==> config.mk <==
export PLATFORM = sky130hd
export DESIGN_NAME = jk_reg_bank
export DESIGN_NICKNAME = d
export VERILOG_FILES = /design/src/rtl/jk_reg_bank.sv
export SDC_FILE = /design/constraint.sdc
export NUM_CORES = 1
export LEC_CHECK = 0
export BUFFER_PORTS_ARGS = -buffer_cell sky130_fd_sc_hd__clkbuf_2
export CORE_MARGIN = 2
export CORE_UTILIZATION = 50
export CTS_CLUSTER_DIAMETER = 200
export DETAILED_ROUTE_END_ITERATION = 10
export PLACE_DENSITY = 0.82
export SLEW_MARGIN = 15
export SYNTH_ARGS = -nofsm -noshare
export SYNTH_HDL_FRONTEND = slang
export SYNTH_SLANG_ARGS = --single-unit
==> constraint.sdc <==
create_clock -name clk -period 2.2 [get_ports clk]
set_input_delay 0 -clock clk [delete_from_list [all_inputs] [get_ports clk]]
set_output_delay 0 -clock clk [all_outputs]
set_load 0.005 [all_outputs]
==> src/rtl/jk_reg_bank.sv <==
// jk_reg_bank: WIDTH-bit register bank built on JK flip-flop semantics.
// There are four operating modes:
//   JK    (00) - per-bit JK using j/k
//   D     (01) - q <= j
//   T     (10) - q <= q ^ j
//   COUNT (11) - modulo-MOD up/down counter, direction set by dir
//
// The priority on each rising edge is rst > load > en.
//
// Ports:
//   clk      - rising-edge clock
//   rst      - synchronous active-high reset, loads RST_VAL
//   en       - state-update enable (load still acts when en=0)
//   mode     - operating mode select
//   j, k     - JK inputs; j is also the D data and the T toggle mask
//   dir      - count direction in COUNT mode (1 = up)
//   load     - synchronous parallel load strobe
//   load_val - value for load
//   q        - registered state
//   q_bar    - ~q, combinational
//   tc       - terminal-count flag, combinational from q/mode/dir/en

// Next-state logic for one JK bit.
module jk_reg_bank_cell (
    input  logic q,
    input  logic j,
    input  logic k,
    output logic nq
);
    always_comb begin
        unique case ({j, k})
            2'b00:   nq = q;
            2'b01:   nq = 1'b0;
            2'b10:   nq = 1'b1;
            default: nq = ~q;
        endcase
    end
endmodule

module jk_reg_bank #(
    parameter int               WIDTH   = 4,
    parameter int               MOD     = 10,
    parameter logic [WIDTH-1:0] RST_VAL = '0
) (
    input  logic             clk,
    input  logic             rst,
    input  logic             en,
    input  logic [1:0]       mode,
    input  logic [WIDTH-1:0] j,
    input  logic [WIDTH-1:0] k,
    input  logic             dir,
    input  logic             load,
    input  logic [WIDTH-1:0] load_val,
    output logic [WIDTH-1:0] q,
    output logic [WIDTH-1:0] q_bar,
    output logic             tc
);
    localparam logic [1:0] M_JK    = 2'b00;
    localparam logic [1:0] M_D     = 2'b01;
    localparam logic [1:0] M_T     = 2'b10;
    localparam logic [1:0] M_COUNT = 2'b11;

    // The modulus may equal 2^WIDTH, so the extended copy carries one extra bit.
    localparam logic [WIDTH-1:0] MOD_M1  = WIDTH'(MOD - 1);
    localparam logic [WIDTH:0]   MOD_EXT = (WIDTH+1)'(MOD);

    if (MOD < 2 || MOD > (1 << WIDTH)) begin : g_bad_mod
        $error("jk_reg_bank: MOD out of range 2..2^WIDTH");
    end

    logic [WIDTH-1:0] jk_nxt;
    logic [WIDTH-1:0] cnt_nxt;
    logic [WIDTH-1:0] nxt;

    for (genvar g = 0; g < WIDTH; g++) begin : g_cell
        jk_reg_bank_cell u_cell (
            .q  (q[g]),
            .j  (j[g]),
            .k  (k[g]),
            .nq (jk_nxt[g])
        );
    end

    // Counter step. An out-of-range q (reached via load/JK/D/T/RST_VAL) snaps
    // back into 0..MOD-1 on the first COUNT step.
    always_comb begin
        cnt_nxt = q;
        if (dir) begin
            if (q >= MOD_M1) cnt_nxt = '0;
            else             cnt_nxt = q + WIDTH'(1);
        end else begin
            if (q == '0 || {1'b0, q} >= MOD_EXT) cnt_nxt = MOD_M1;
            else                                 cnt_nxt = q - WIDTH'(1);
        end
    end

    always_comb begin
        nxt = q;
        unique case (mode)
            M_JK:    nxt = jk_nxt;
            M_D:     nxt = j;
            M_T:     nxt = q ^ j;
            default: nxt = cnt_nxt;
        endcase
    end

    always_ff @(posedge clk) begin
        if (rst)       q <= RST_VAL;
        else if (load) q <= load_val;
        else if (en)   q <= nxt;
    end

    assign q_bar = ~q;

    // tc is deliberately not gated by load or rst.
    assign tc = en && (mode == M_COUNT) && (dir ? (q == MOD_M1) : (q == '0));

endmodule

# [Yosys cells after proc, flatten, opt, wreduce, memory -nomap -nowiden]
# Index checks and enable logic that the tools add are counted.
[word_totals] register_bits=4 wordCells=55 output_inout_bits=9
[op_classes] muxes=11 n_lt_le_gt_ge=2 n_eq_ne=16 n_reduce_logical=14 n_bitwise=6 addsub=2
[op_table] operator="4-bit 2-to-1 mux" count=5
[op_table] operator="2-bit equality test, second input constant" count=6
[op_table] operator="3-bit inequality test, second input constant" count=4
[op_table] operator="1-bit case mux with 3 select lines" count=4
[op_table] operator="4-bit case mux with 3 select lines" count=1
[op_table] operator="2-bit by 1-bit equality test with 1-bit output, second input constant" count=5
[op_table] operator="2-bit logical NOT" count=5
[op_table] operator="4-bit >= comparator, second input constant" count=2
[op_table] operator="2-bit AND reduction" count=4
[op_table] operator="4-bit by 1-bit adder with 4-bit output, second input constant" count=1
[op_table] operator="4-bit equality test, second input constant" count=1
[op_table] operator="4-bit logical NOT" count=1
[op_table] operator="1-bit inverter" count=4
[op_table] operator="4-bit inverter" count=1
[op_table] operator="4-bit by 1-bit subtractor with 4-bit output, second input constant" count=1
[op_table] operator="4-bit XOR" count=1
[op_table] operator="1-bit logical AND" count=2
[op_table] operator="2-bit nonzero test" count=1
[op_table] operator="1-bit logical OR" count=1
[op_table] operator="1-bit 2-to-1 mux" count=1

# [Longest topological paths before layout]
# Gate-level depths: netlist (run 1).
[logic_depth] ltp_word=7 mapped_depth=7 depth_no_buf=7

# [Hierarchy]
# Synthesis (run 1) repeated with hierarchy kept, for this count alone.
[unflattened] hier_cells=95 area_unflattened_um2=669.4
[modules_own_cells] module="jk_reg_bank" area_each_um2=614.3 instances=1 seq_area_each_um2=80.1 cells_each=87
[modules_own_cells] module="jk_reg_bank_cell" area_each_um2=13.8 instances=4 seq_area_each_um2=0.0 cells_each=2

# [Worst setup path before layout (run 1)]
# Ideal clock, no wire load.
[synth_timing] path_kind="register to register" from="register q[1]" to="register q[3]" required_time_ps=2076 path_slack_ps=502 path_stages_with_launch=8 arrival_ps=1574 setup_ps=124 path_cell_list="dfxtp_1 inv_1 ha_1 nor2b_1 a311oi_1 o31ai_1 a221oi_1 o22ai_1"
[synth_between] elab_chain_len=7 word_cells_on_any_way=12 classes_between="2 x add/sub; 2 x order compare; 6 x mux; 2 x reduce/logical"
[synth_lines] item="start: declaration" line_no="54" rtl="output logic [WIDTH-1:0] q,"
[synth_lines] item="start signal: assignment" line_no="109" rtl="else if (load) q <= load_val;"
[synth_lines] item="start signal: assignment" line_no="110" rtl="else if (en) q <= nxt;"
[synth_lines] item="4-bit >= comparator or 4-bit logical NOT (tied branches)" line_no="92" rtl="if (q == '0 || {1'b0, q} >= MOD_EXT) cnt_nxt = MOD_M1;"
[synth_lines] item="1-bit logical OR" line_no="92"
[synth_lines] item="4-bit 2-to-1 mux" line_no="92"
[synth_lines] item="4-bit 2-to-1 mux (*)" line_no="88" rtl="if (dir) begin"
[synth_lines] item="4-bit case mux with 3 select lines (*)" line_no="99" rtl="unique case (mode)"
[synth_lines] item="4-bit 2-to-1 mux (*)" line_no="110"
[synth_lines] item="4-bit 2-to-1 mux (*)" line_no="109"
# Mark *: on every way between the ends. The rest lies on a longest branch, timed or not. The select of a mux whose other input is x is not followed.
# A chain may end at the register's enable or synchronous reset.

# [Worst setup path after layout (run 1)]
# Ends and elaborated chain as after synthesis.

==> impl_summary.txt, run 1 <==
----------------------------------------------------
[Status]
  Outcome ... completed

[Setup path]
  Register-to-register setup slack ... 110 ps
  Highest cell delay on the worst timing path ... 510 ps
  Max Fanout on Critical Path ... 8
  Critical-path cell list ... inv_1 -> ha_1 -> nor2b_1 -> a311oi_1 -> o31ai_1 -> a221oi_1 -> o22ai_1
  Buf/Inv on CP ... 1
  CP Capture Type ... register
  Critical path start-end classification ... reg -> reg
  Required time reported for the critical path endpoint ... 2310 ps
  Worst reg2reg path endpoint ... q[3]$_SDFFE_PP0P_
  FF-to-FF path depth ... 7
  Largest delay contributor family on the critical path ... compound AO/OA/AOI/OAI gates
  R2R Path Start ... q[1]$_SDFFE_PP0P_
  Arr. time, crit path ... 2210 ps
  Master of the slowest instance on the critical path ... sky130_fd_sc_hd__dfxtp_1
  Crit path launch type ... register

[Clocking]
  Largest buffer count on any clock path ... 2
  Hold-fix buffers at CTS ... 0
  Clock transition at the register clock pins on the worst setup and hold paths after CTS ... 40 ps
  Total clock buffers created by CTS ... 3
  Clock root buffer master ... sky130_fd_sc_hd__clkbuf_4
  TritonCTS clock tree ... yes
  Number of setup buffers added after CTS ... 0
  Insertion delay of the later-clocked pin in the worst-skew pair ... 240 ps
  Resized cells post-CTS ... 0
  Maximum level of the CTS H-tree ... 1
  Clock sink total ... 4

[Cells and area]
  ANT cells ... 0
  Final Net Count ... 176
  Number of flip-flops under the largest register name ... 4
  Largest register by flop count ... q
  Fraction of final layout cells sized beyond drive strength 1 ... 0.245
  Syn-to-layout area delta ... 12.9%
  Number of filler cells placed in the layout ... 154
  Largest registers in the final layout ... q: 4 flops
  Final Util ... 0.588

[Floorplan]
  Vert. Die Dim ... 45.9 um
  Die outline area ... 2110 sq um
  Core area ... 1690 sq um
  Initial Util ... 0.521
  Row Count ... 15
  Die boundary width ... 45.9 um
  I/O Pins ... 28

[Logic synthesis]
  Yosys reg bits ... 4
  Yosys cell types ... 46
  Post-synth net total ... 154
  Average size of a mapped cell ... 7.15 sq um
  Mapped cell area ... 880 sq um
  Warnings from Yosys ... 0
  Count of flip-flops with a built-in enable after synthesis ... 0
  Part of the Yosys area used for sequential elements ... 0.0910
  Post-synthesis async set-or-reset flop share ... 0
  Most used DFF post-synth ... sky130_fd_sc_hd__dfxtp_1
  Gate count of the mapped netlist ... 123

[Power]
  Power consumption ... 0.368 mW
  Worst supply voltage drop on vdd ... 0.000195 V
  Leakage ... 0.483 nW
  Power per cell area ... 371 nW/um^2

[STA]
  Number of pins with negative max-slew slack in the final report ... 0
  Shortest clock period the worst path allows after layout ... 2090 ps
  Part of the cycle the worst path needs ... 0.950
  Worst Skew ... 7.80 ps
  Smallest setup slack after layout ... 109 ps
  Worst-case headroom to the max-slew limit ... 0.718
  Number of setup violations in the final report ... 0
  Maximum frequency from static timing analysis ... 478 MHz
  Final Hold Fails ... 0
  Worst Max-Slew Pin Slew ... 423 ps
  Total negative slack for setup checks ... 0 ps
  RSZ-0062 raised after global routing ... false

[Worst hold path]
  Path category of the worst min-delay check ... in -> reg
  End point of the most critical hold path ... q[1]$_SDFFE_PP0P_
  Hold Path Depth ... 3
  Startpoint of the most critical hold path ... load_val[1]

[Global routing]
  Global-route wire length before repair ... 3680 um
  GRT Resource Usage Total ... 0.233
  Overflow left after global routing ... 0
  Antenna violations before repair ... 0
  Via count of the first global-routing pass ... 853
  Pin count of the biggest net entering global routing ... 19

[Placed design]
  Dpl ws ... 149 ps
  Port Buf Inserts ... 27
  Final estimated routing congestion in global placement ... 0.888
  DPL Wire Length ... 1720 um

[Drt]
  Starting DRC count in detailed routing ... 18
  Number of nets with antenna violations after detailed routing ... 0
  DR vias ... 981
  DRC violations left ... 0
  Final routed wirelength across all metal layers ... 2280 um
  Number of optimization iterations in the first detailed-route pass ... 4
  Vias/cell ... 6.13
  Final routed wire length divided by cell count ... 14.3 um

[Job]
  Max-cap violation count ... 0

----------------------------------------------------
-- tightest hold or removal path, delay by kind of cell --
| kind | cells | cell delay (ps) |
|---|---|---|
| AND/OR/NAND/NOR | 1 | 50 |
| buffers and inverters | 1 | 80 |
| AO/OA/AOI/OAI | 1 | 70 |
-- how the worst max path moves through the flow --
stage	end	cells past startpoint	slack, ps	from
after floorplan	q[3]$_SDFFE_PP0P_	7	500	q[1]$_SDFFE_PP0P_
after global placement	q[3]$_SDFFE_PP0P_	7	330	q[1]$_SDFFE_PP0P_
after detailed placement	q[3]$_SDFFE_PP0P_	7	150	q[1]$_SDFFE_PP0P_
after CTS	q[3]$_SDFFE_PP0P_	7	140	q[1]$_SDFFE_PP0P_
after global routing	q[3]$_SDFFE_PP0P_	7	30	q[0]$_SDFFE_PP0P_
final	q[3]$_SDFFE_PP0P_	7	110	q[1]$_SDFFE_PP0P_
-- cell usage after synthesis, types with 3 or more instances --
library cell	count	area [sq um]
sky130_fd_sc_hd__inv_1	14	52.6
sky130_fd_sc_hd__ha_1	12	150
sky130_fd_sc_hd__nand2_1	10	37.5
sky130_fd_sc_hd__nor2_1	10	37.5
sky130_fd_sc_hd__o21ai_0	7	35.0
sky130_fd_sc_hd__a21oi_1	6	30.0
sky130_fd_sc_hd__buf_2	4	20.0
sky130_fd_sc_hd__buf_4	4	30.0
sky130_fd_sc_hd__dfxtp_1	4	80.1
sky130_fd_sc_hd__nand3_1	4	20.0
sky130_fd_sc_hd__nor3_1	3	15.0
sky130_fd_sc_hd__nor4b_1	3	26.3
sky130_fd_sc_hd__o31ai_1	3	22.5
-- layout make-up --
type	count	area (sq um)	area share
Sequential cell	4	80.1	0.0806
Multi-Input combinational cell	94	678	0.683
Timing Repair Buffer	27	135	0.136
Tap cell	17	21.3	0.0214
Inverter	15	56.3	0.0567
Clock buffer	3	22.5	0.0227
-- logic make-up (layout without fill, tap and decap cells) --
logic type,Yosys count,after routing,synth area share
simple gates,41,41,0.257
flops,4,4,0.0910
mux,1,1,0.0114
compound gates,40,40,0.331
fa+ha+maj,12,12,0.171
buf+inv,25,45,0.138
-- layout by cell type, fill, tap and decap left out, types with 4 or more instances in the layout --
cell and count:
sky130_fd_sc_hd__a21oi_1 6, sky130_fd_sc_hd__clkbuf_2 27, sky130_fd_sc_hd__dfxtp_1 4, sky130_fd_sc_hd__nand2_1 10, sky130_fd_sc_hd__ha_1 12, sky130_fd_sc_hd__nor2_1 10, sky130_fd_sc_hd__inv_1 14, sky130_fd_sc_hd__o21ai_0 7
sky130_fd_sc_hd__nand3_1 4
-- through the flow --
step / area [sq um] / hold WS, ps / std cells
floorplan: 880 / 87.7 / 123
global placement: 971 / 276 / 157
detailed placement: 971 / 276 / 157
CTS: 993 / 41.7 / 160
global route: 993 / 43.7 / 160
finish: 993 / 40.5 / 160
-- report_power, final --
part / internal, mW / total, mW / switching (mW) / leakage, nW
clock: 0.0612 / 0.0933 / 0.0321 / 0.0138
combinational: 0.0773 / 0.178 / 0.101 / 0.436
sequential: 0.0792 / 0.0967 / 0.0175 / 0.0333
total: 0.218 / 0.368 / 0.151 / 0.483
-- metal layers --
layer  part of all wire  track usage  vias to the layer above
met3              0.056       0.0238                        6
li1                   -            -                      484
met4              0.012       0.0743                        0
met5                  0            0                        -
met1               0.44        0.304                      447
met2               0.49        0.394                       44
Power figures use the tool's default switching activity.
==> run 2, diff against run 1 <==
--- a/config.mk
+++ b/config.mk
@@ -6,11 +6,12 @@
 export NUM_CORES = 1
 export LEC_CHECK = 0
 export BUFFER_PORTS_ARGS = -buffer_cell sky130_fd_sc_hd__clkbuf_2
+export CORE_ASPECT_RATIO = 1.4
 export CORE_MARGIN = 2
-export CORE_UTILIZATION = 50
+export CORE_UTILIZATION = 45
 export CTS_CLUSTER_DIAMETER = 200
 export DETAILED_ROUTE_END_ITERATION = 10
-export PLACE_DENSITY = 0.82
+export PLACE_DENSITY = 0.78
 export SLEW_MARGIN = 15
 export SYNTH_ARGS = -nofsm -noshare
 export SYNTH_HDL_FRONTEND = slang
==> constraint.sdc (replaced) <==
create_clock -name clk -period 1.9 [get_ports clk]
set_input_delay 0 -clock clk [delete_from_list [all_inputs] [get_ports clk]]
set_output_delay 0 -clock clk [all_outputs]
set_load 0.005 [all_outputs]
==> impl_summary.txt, run 2 (same netlist as run 1, synthesis figures left out) <==
----------------------------------------------------
[Drt]
  Final routed wire length divided by cell count ... 13.6 um (-4.9%)
  Starting DRC count in detailed routing ... 31 (+13)
  DR vias ... 958 (-2.3%)
  Final routed wirelength across all metal layers ... 2250 um (-1.4%)
  Vias/cell ... 5.77 (-5.9%)
  DRC violations left ... 0 (unchanged)
  Number of nets with antenna violations after detailed routing ... 0 (unchanged)
  Number of optimization iterations in the first detailed-route pass ... 4 (unchanged)

[Placed design]
  Final estimated routing congestion in global placement ... 0.898 (+1.1%)
  Port Buf Inserts ... 27 (unchanged)
  Dpl ws ... 134 ps (-15.8 ps)
  DPL Wire Length ... 1760 um (+2.6%)

[Job]
  Max-cap violation count ... 0 (unchanged)

[Global routing]
  Overflow left after global routing ... 0 (unchanged)
  GRT Resource Usage Total ... 0.237 (+0.00399)
  Via count of the first global-routing pass ... 916 (+7.4%)
  Antenna violations before repair ... 0 (unchanged)
  Pin count of the biggest net entering global routing ... 19 (unchanged)
  Global-route wire length before repair ... 3970 um (+7.7%)

[Setup path]
  Critical path start-end classification ... reg -> reg
  Highest cell delay on the worst timing path ... 320 ps (-190 ps)
  Master of the slowest instance on the critical path ... sky130_fd_sc_hd__dfxtp_1
  Largest delay contributor family on the critical path ... compound AO/OA/AOI/OAI gates
  CP Capture Type ... register
  Required time reported for the critical path endpoint ... 2010 ps (-300 ps)
  Crit path launch type ... register
  Buf/Inv on CP ... 1 (unchanged)
  Critical-path cell list ... inv_1 -> ha_1 -> nor4b_4 -> o21bai_1 -> o21ai_1 -> a211oi_2 -> o22ai_2
  Max Fanout on Critical Path ... 6 (-2)
  Arr. time, crit path ... 1820 ps (-390 ps)

[Floorplan]
  I/O Pins ... 28 (unchanged)
  Row Count ... 18 (+3)
  Die boundary width ... 41.4 um (-10%)
  Core area ... 1800 sq um (+6.7%)
  Initial Util ... 0.488 (-0.0325)
  Vert. Die Dim ... 56.3 um (+23%)
  Die outline area ... 2330 sq um (+10%)

[STA]
  Final Hold Fails ... 0 (unchanged)
  Smallest setup slack after layout ... 189 ps (+80.0 ps)
  Shortest clock period the worst path allows after layout ... 1710 ps (-380 ps)
  Worst Max-Slew Pin Slew ... 474 ps (+51.1 ps)
  Worst hold slack across all endpoints ... 12.5 ps (-28.0 ps)
  Worst Skew ... 4.89 ps (-2.91 ps)
  Number of setup violations in the final report ... 0 (unchanged)
  Maximum frequency from static timing analysis ... 585 MHz (+22%)
  Part of the cycle the worst path needs ... 0.900 (-0.0499)
  Number of pins with negative max-slew slack in the final report ... 0 (unchanged)
  Total negative slack for setup checks ... 0 ps (unchanged)
  Worst-case headroom to the max-slew limit ... 0.683 (-0.0341)
  RSZ-0062 raised after global routing ... false

[Clocking]
  TritonCTS clock tree ... yes
  Number of setup buffers added after CTS ... 0 (unchanged)
  Clock root buffer master ... sky130_fd_sc_hd__clkbuf_4
  Insertion delay of the later-clocked pin in the worst-skew pair ... 240 ps (about the same)
  Total clock buffers created by CTS ... 3 (unchanged)
  Resized cells post-CTS ... 0 (unchanged)
  Maximum level of the CTS H-tree ... 1 (unchanged)
  Hold-fix buffers at CTS ... 0 (unchanged)
  Clock sink total ... 4 (unchanged)
  Clock transition at the register clock pins on the worst setup and hold paths after CTS ... 40 ps (about the same)
  Largest buffer count on any clock path ... 2 (unchanged)

[Power]
  Leakage ... 0.497 nW (+2.9%)
  Power per cell area ... 424 nW/um^2 (+14%)
  Worst supply voltage drop on vdd ... 0.000167 V (-15%)

[Cells and area]
  Largest register by flop count ... q
  Fraction of final layout cells sized beyond drive strength 1 ... 0.274 (+0.0292)
  Syn-to-layout area delta ... 16.4%
  Multi-input gate area ... 681 sq um (+0.37%)
  Number of filler cells placed in the layout ... 194 (+26%)
  Largest registers in the final layout ... q: 4 flops
  Sequential cell area ... 81.3 sq um (+1.6%)
  ANT cells ... 0 (unchanged)
  Final Util ... 0.568 (-0.0201)
  Final Net Count ... 179 (+1.7%)
  Most common cell after layout, fill and taps aside ... sky130_fd_sc_hd__clkbuf_2
  Number of flip-flops under the largest register name ... 4 (unchanged)
  Commonest cells after routing, fill and taps aside ... 27 x sky130_fd_sc_hd__clkbuf_2, 14 x sky130_fd_sc_hd__inv_1, 11 x sky130_fd_sc_hd__ha_1

[Worst hold path]
  Path category of the worst min-delay check ... in -> reg

[Status]
  Outcome ... completed

----------------------------------------------------
[run 2: cell count changes in the layout (fill, tap and decap cells not counted)]
cell                      delta
sky130_fd_sc_hd__buf_4       +3
sky130_fd_sc_hd__dfxtp_2     +1
sky130_fd_sc_hd__ha_1        -1
sky130_fd_sc_hd__ha_2        +1
sky130_fd_sc_hd__dfxtp_1     -1
[run 2: worst min-delay path, cell delays in order]
cell and delay [ps]:
sky130_fd_sc_hd__clkbuf_2 80, sky130_fd_sc_hd__nand2_1 60, sky130_fd_sc_hd__o2bb2ai_1 70
[run 2: path summary, 6_finish.rpt]
| path | from | to | slack (ps) | cells past startpoint |
|---|---|---|---|---|
| setup reg to reg | q[0]$_SDFFE_PP0P_ | q[0]$_SDFFE_PP0P_ | 190 | 7 |
| hold / removal | load_val[1] | q[1]$_SDFFE_PP0P_ | 10 | 3 |
| setup / recovery | q[0]$_SDFFE_PP0P_ | q[0]$_SDFFE_PP0P_ | 190 | 7 |
| hold reg to reg | q[0]$_SDFFE_PP0P_ | q[0]$_SDFFE_PP0P_ | 740 | 3 |
[run 2: report_power, final]
part,internal (mW),switching (mW)
Combinational,0.0969,0.121
Sequential,0.0922,0.0155
Clock,0.0709,0.0381
Total,0.260,0.174
[run 2: area by class of cell]
class                      instances  area share
tap                               20      0.0244
multi-input combinational         94       0.665
clock buffer                       3      0.0220
sequential                         4      0.0795
timing repair buffer              30       0.154
inverter                          15      0.0550
[run 2: through the flow]
step	total power [mW]	cells	cell area (sq um)
after floorplan	0.259	123	880
after global placement	0.315	163	997
after detailed placement	0.322	163	997
after CTS	0.431	166	1020
after global routing	0.474	166	1020
final	0.434	166	1020
[run 2: metal layers]
metal	track usage	wire, um
met5	0	0
met2	0.362	1150
met1	0.320	942
met4	0.115	64
met3	0.0158	94
==> run 3, diff against run 2 <==
--- a/config.mk
+++ b/config.mk
@@ -11,7 +11,8 @@
 export CORE_UTILIZATION = 45
 export CTS_CLUSTER_DIAMETER = 200
 export DETAILED_ROUTE_END_ITERATION = 10
-export PLACE_DENSITY = 0.78
+export PLACE_DENSITY = 0.77
+export REMOVE_ABC_BUFFERS = 1
 export SLEW_MARGIN = 15
 export SYNTH_ARGS = -nofsm -noshare
 export SYNTH_HDL_FRONTEND = slang
==> impl_summary.txt, run 3 (same netlist as run 1, synthesis figures left out) <==
----------------------------------------------------
[Global routing]
  GRT Resource Usage Total ... 0.252 (+0.0147)
  Pin count of the biggest net entering global routing ... 19 (unchanged)
  Overflow left after global routing ... 0 (unchanged)
  Antenna violations before repair ... 0 (unchanged)
  Via count of the first global-routing pass ... 972 (+6.1%)
  Global-route wire length before repair ... 4070 um (+2.6%)

[Clocking]
  Resized cells post-CTS ... 0 (unchanged)
  Total clock buffers created by CTS ... 3 (unchanged)
  Clock transition at the register clock pins on the worst setup and hold paths after CTS ... 40 ps (about the same)
  Number of setup buffers added after CTS ... 0 (unchanged)
  Largest buffer count on any clock path ... 2 (unchanged)
  Insertion delay of the later-clocked pin in the worst-skew pair ... 240 ps (about the same)
  TritonCTS clock tree ... yes
  Maximum level of the CTS H-tree ... 1 (unchanged)
  Clock root buffer master ... sky130_fd_sc_hd__clkbuf_4
  Clock sink total ... 4 (unchanged)
  Hold-fix buffers at CTS ... 0 (unchanged)

[Setup path]
  Required time reported for the critical path endpoint ... 2020 ps (about the same)
  CP Capture Type ... register
  Critical-path cell list ... buf_4 -> ha_1 -> nor4b_4 -> o21bai_1 -> o21ai_1 -> a211oi_2 -> o22ai_2
  Highest cell delay on the worst timing path ... 320 ps (about the same)
  Critical path start-end classification ... reg -> reg
  Master of the slowest instance on the critical path ... sky130_fd_sc_hd__dfxtp_1
  Arr. time, crit path ... 1880 ps (+60 ps)
  Max Fanout on Critical Path ... 6 (unchanged)
  Buf/Inv on CP ... 1 (unchanged)
  Largest delay contributor family on the critical path ... compound AO/OA/AOI/OAI gates
  Crit path launch type ... register

[Drt]
  Final routed wirelength across all metal layers ... 2450 um (+8.9%)
  Number of optimization iterations in the first detailed-route pass ... 4 (unchanged)
  Number of nets with antenna violations after detailed routing ... 0 (unchanged)
  Final routed wire length divided by cell count ... 14.8 um (+8.9%)
  Starting DRC count in detailed routing ... 23 (-26%)
  Vias/cell ... 6.04 (+4.7%)
  DRC violations left ... 0 (unchanged)
  DR vias ... 1003 (+4.7%)

[Power]
  Leakage ... 0.498 nW (+0.17%)
  Switching portion of total power ... 0.412 (+0.0113)
  Combinational share of power ... 0.509 (+0.008)
  Seq pwr share ... 0.239 (-0.009)
  Switching power of the nets ... 0.182 mW (+4.5%)
  Worst supply voltage drop on vdd ... 0.000248 V (+49%)
  Power per cell area ... 433 nW/um^2 (+2.0%)
  Internal Power ... 0.259 mW (-0.33%)
  Power share of the clock group ... 0.253 (+0.002)

[STA]
  Number of setup violations in the final report ... 0 (unchanged)
  Worst hold slack across all endpoints ... 9.23 ps (-3.25 ps)
  Worst Skew ... 3.24 ps (-1.65 ps)
  Smallest setup slack after layout ... 136 ps (-53.6 ps)
  RSZ-0062 raised after global routing ... false
  Maximum frequency from static timing analysis ... 567 MHz (-3.0%)
  Number of pins with negative max-slew slack in the final report ... 0 (unchanged)
  Worst Max-Slew Pin Slew ... 446 ps (-28.5 ps)
  Part of the cycle the worst path needs ... 0.929 (+0.0282)
  Final Hold Fails ... 0 (unchanged)
  Worst-case headroom to the max-slew limit ... 0.702 (+0.0191)
  Total negative slack for setup checks ... 0 ps (unchanged)
  Shortest clock period the worst path allows after layout ... 1760 ps (+53.6 ps)

[Floorplan]
  I/O Pins ... 28 (unchanged)
  Core area ... 1800 sq um (unchanged)
  Die boundary width ... 41.4 um (unchanged)
  Vert. Die Dim ... 56.3 um (unchanged)
  Row Count ... 18 (unchanged)
  Initial Util ... 0.488 (unchanged)
  Die outline area ... 2330 sq um (unchanged)

[Cells and area]
  Syn-to-layout area delta ... 15.9%
  Largest register by flop count ... q
  Final Net Count ... 179 (unchanged)
  Final Util ... 0.566 (-0.00208)
  Commonest cells after routing, fill and taps aside ... 27 x sky130_fd_sc_hd__clkbuf_2, 14 x sky130_fd_sc_hd__inv_1, 12 x sky130_fd_sc_hd__ha_1
  ANT cells ... 0 (unchanged)
  Largest registers in the final layout ... q: 4 flops
  Most common cell after layout, fill and taps aside ... sky130_fd_sc_hd__clkbuf_2
  Number of flip-flops under the largest register name ... 4 (unchanged)
  Fraction of final layout cells sized beyond drive strength 1 ... 0.260 (-0.0137)

[Placed design]
  DPL Wire Length ... 1910 um (+8.1%)
  Final estimated routing congestion in global placement ... 0.891 (-0.76%)
  Port Buf Inserts ... 27 (unchanged)
  Dpl ws ... 181 ps (+47.0 ps)

[Status]
  Outcome ... completed

[Job]
  Max-cap violation count ... 0 (unchanged)

[Worst hold path]
  Path category of the worst min-delay check ... in -> reg

----------------------------------------------------
run 3: per-stage QoR:
stage	instance area (sq um)	total power [mW]	instances
after floorplan	815	0.233	113
after global placement	997	0.317	163
after detailed placement	997	0.325	163
after CTS	1020	0.439	166
after global routing	1020	0.480	166
final	1020	0.441	166
run 3: area by class of cell:
type,instances,area (sq um)
clock buffers,3,22.5
repair buffers,30,158
fillers,181,782
multi-input cells,94,678
well taps,20,25.0
flip-flops and latches,4,80.1
inverters,15,56.3
run 3: power groups by stage:
stage	registers (mW)	clock network [mW]	logic, mW
floorplan	0.109	0	0.124
global placement	0.105	0	0.212
detailed placement	0.106	0	0.219
CTS	0.105	0.112	0.222
global route	0.107	0.123	0.250
finish	0.105	0.111	0.224
run 3: worst paths after layout:
path / start / to / slack (ps) / depth (start not counted)
setup / recovery: q[1]$_SDFFE_PP0P_ / q[0]$_SDFFE_PP0P_ / 140 / 7
hold / removal: load_val[1] / q[1]$_SDFFE_PP0P_ / 9 / 3
setup reg to reg: q[1]$_SDFFE_PP0P_ / q[0]$_SDFFE_PP0P_ / 140 / 7
hold reg to reg: q[0]$_SDFFE_PP0P_ / q[0]$_SDFFE_PP0P_ / 730 / 3
run 3: worst reg2reg max path: cells and delay by family (launching register included):
family                   cells  cell delay, ps
AO/OA/AOI/OAI                4             700
adder cells (fa/ha/maj)      1             210
buffers and inverters        1             170
flip-flops                   1             320
AND/OR/NAND/NOR              1             240
run 3: routing by layer:
layer | global-route usage | up-vias | wire [um]
met5 | 0 | - | 0
met4 | 0.147 | 0 | 91
met3 | 0.0632 | 12 | 136
met2 | 0.406 | 44 | 1250
met1 | 0.274 | 458 | 976
li1 | - | 489 | -
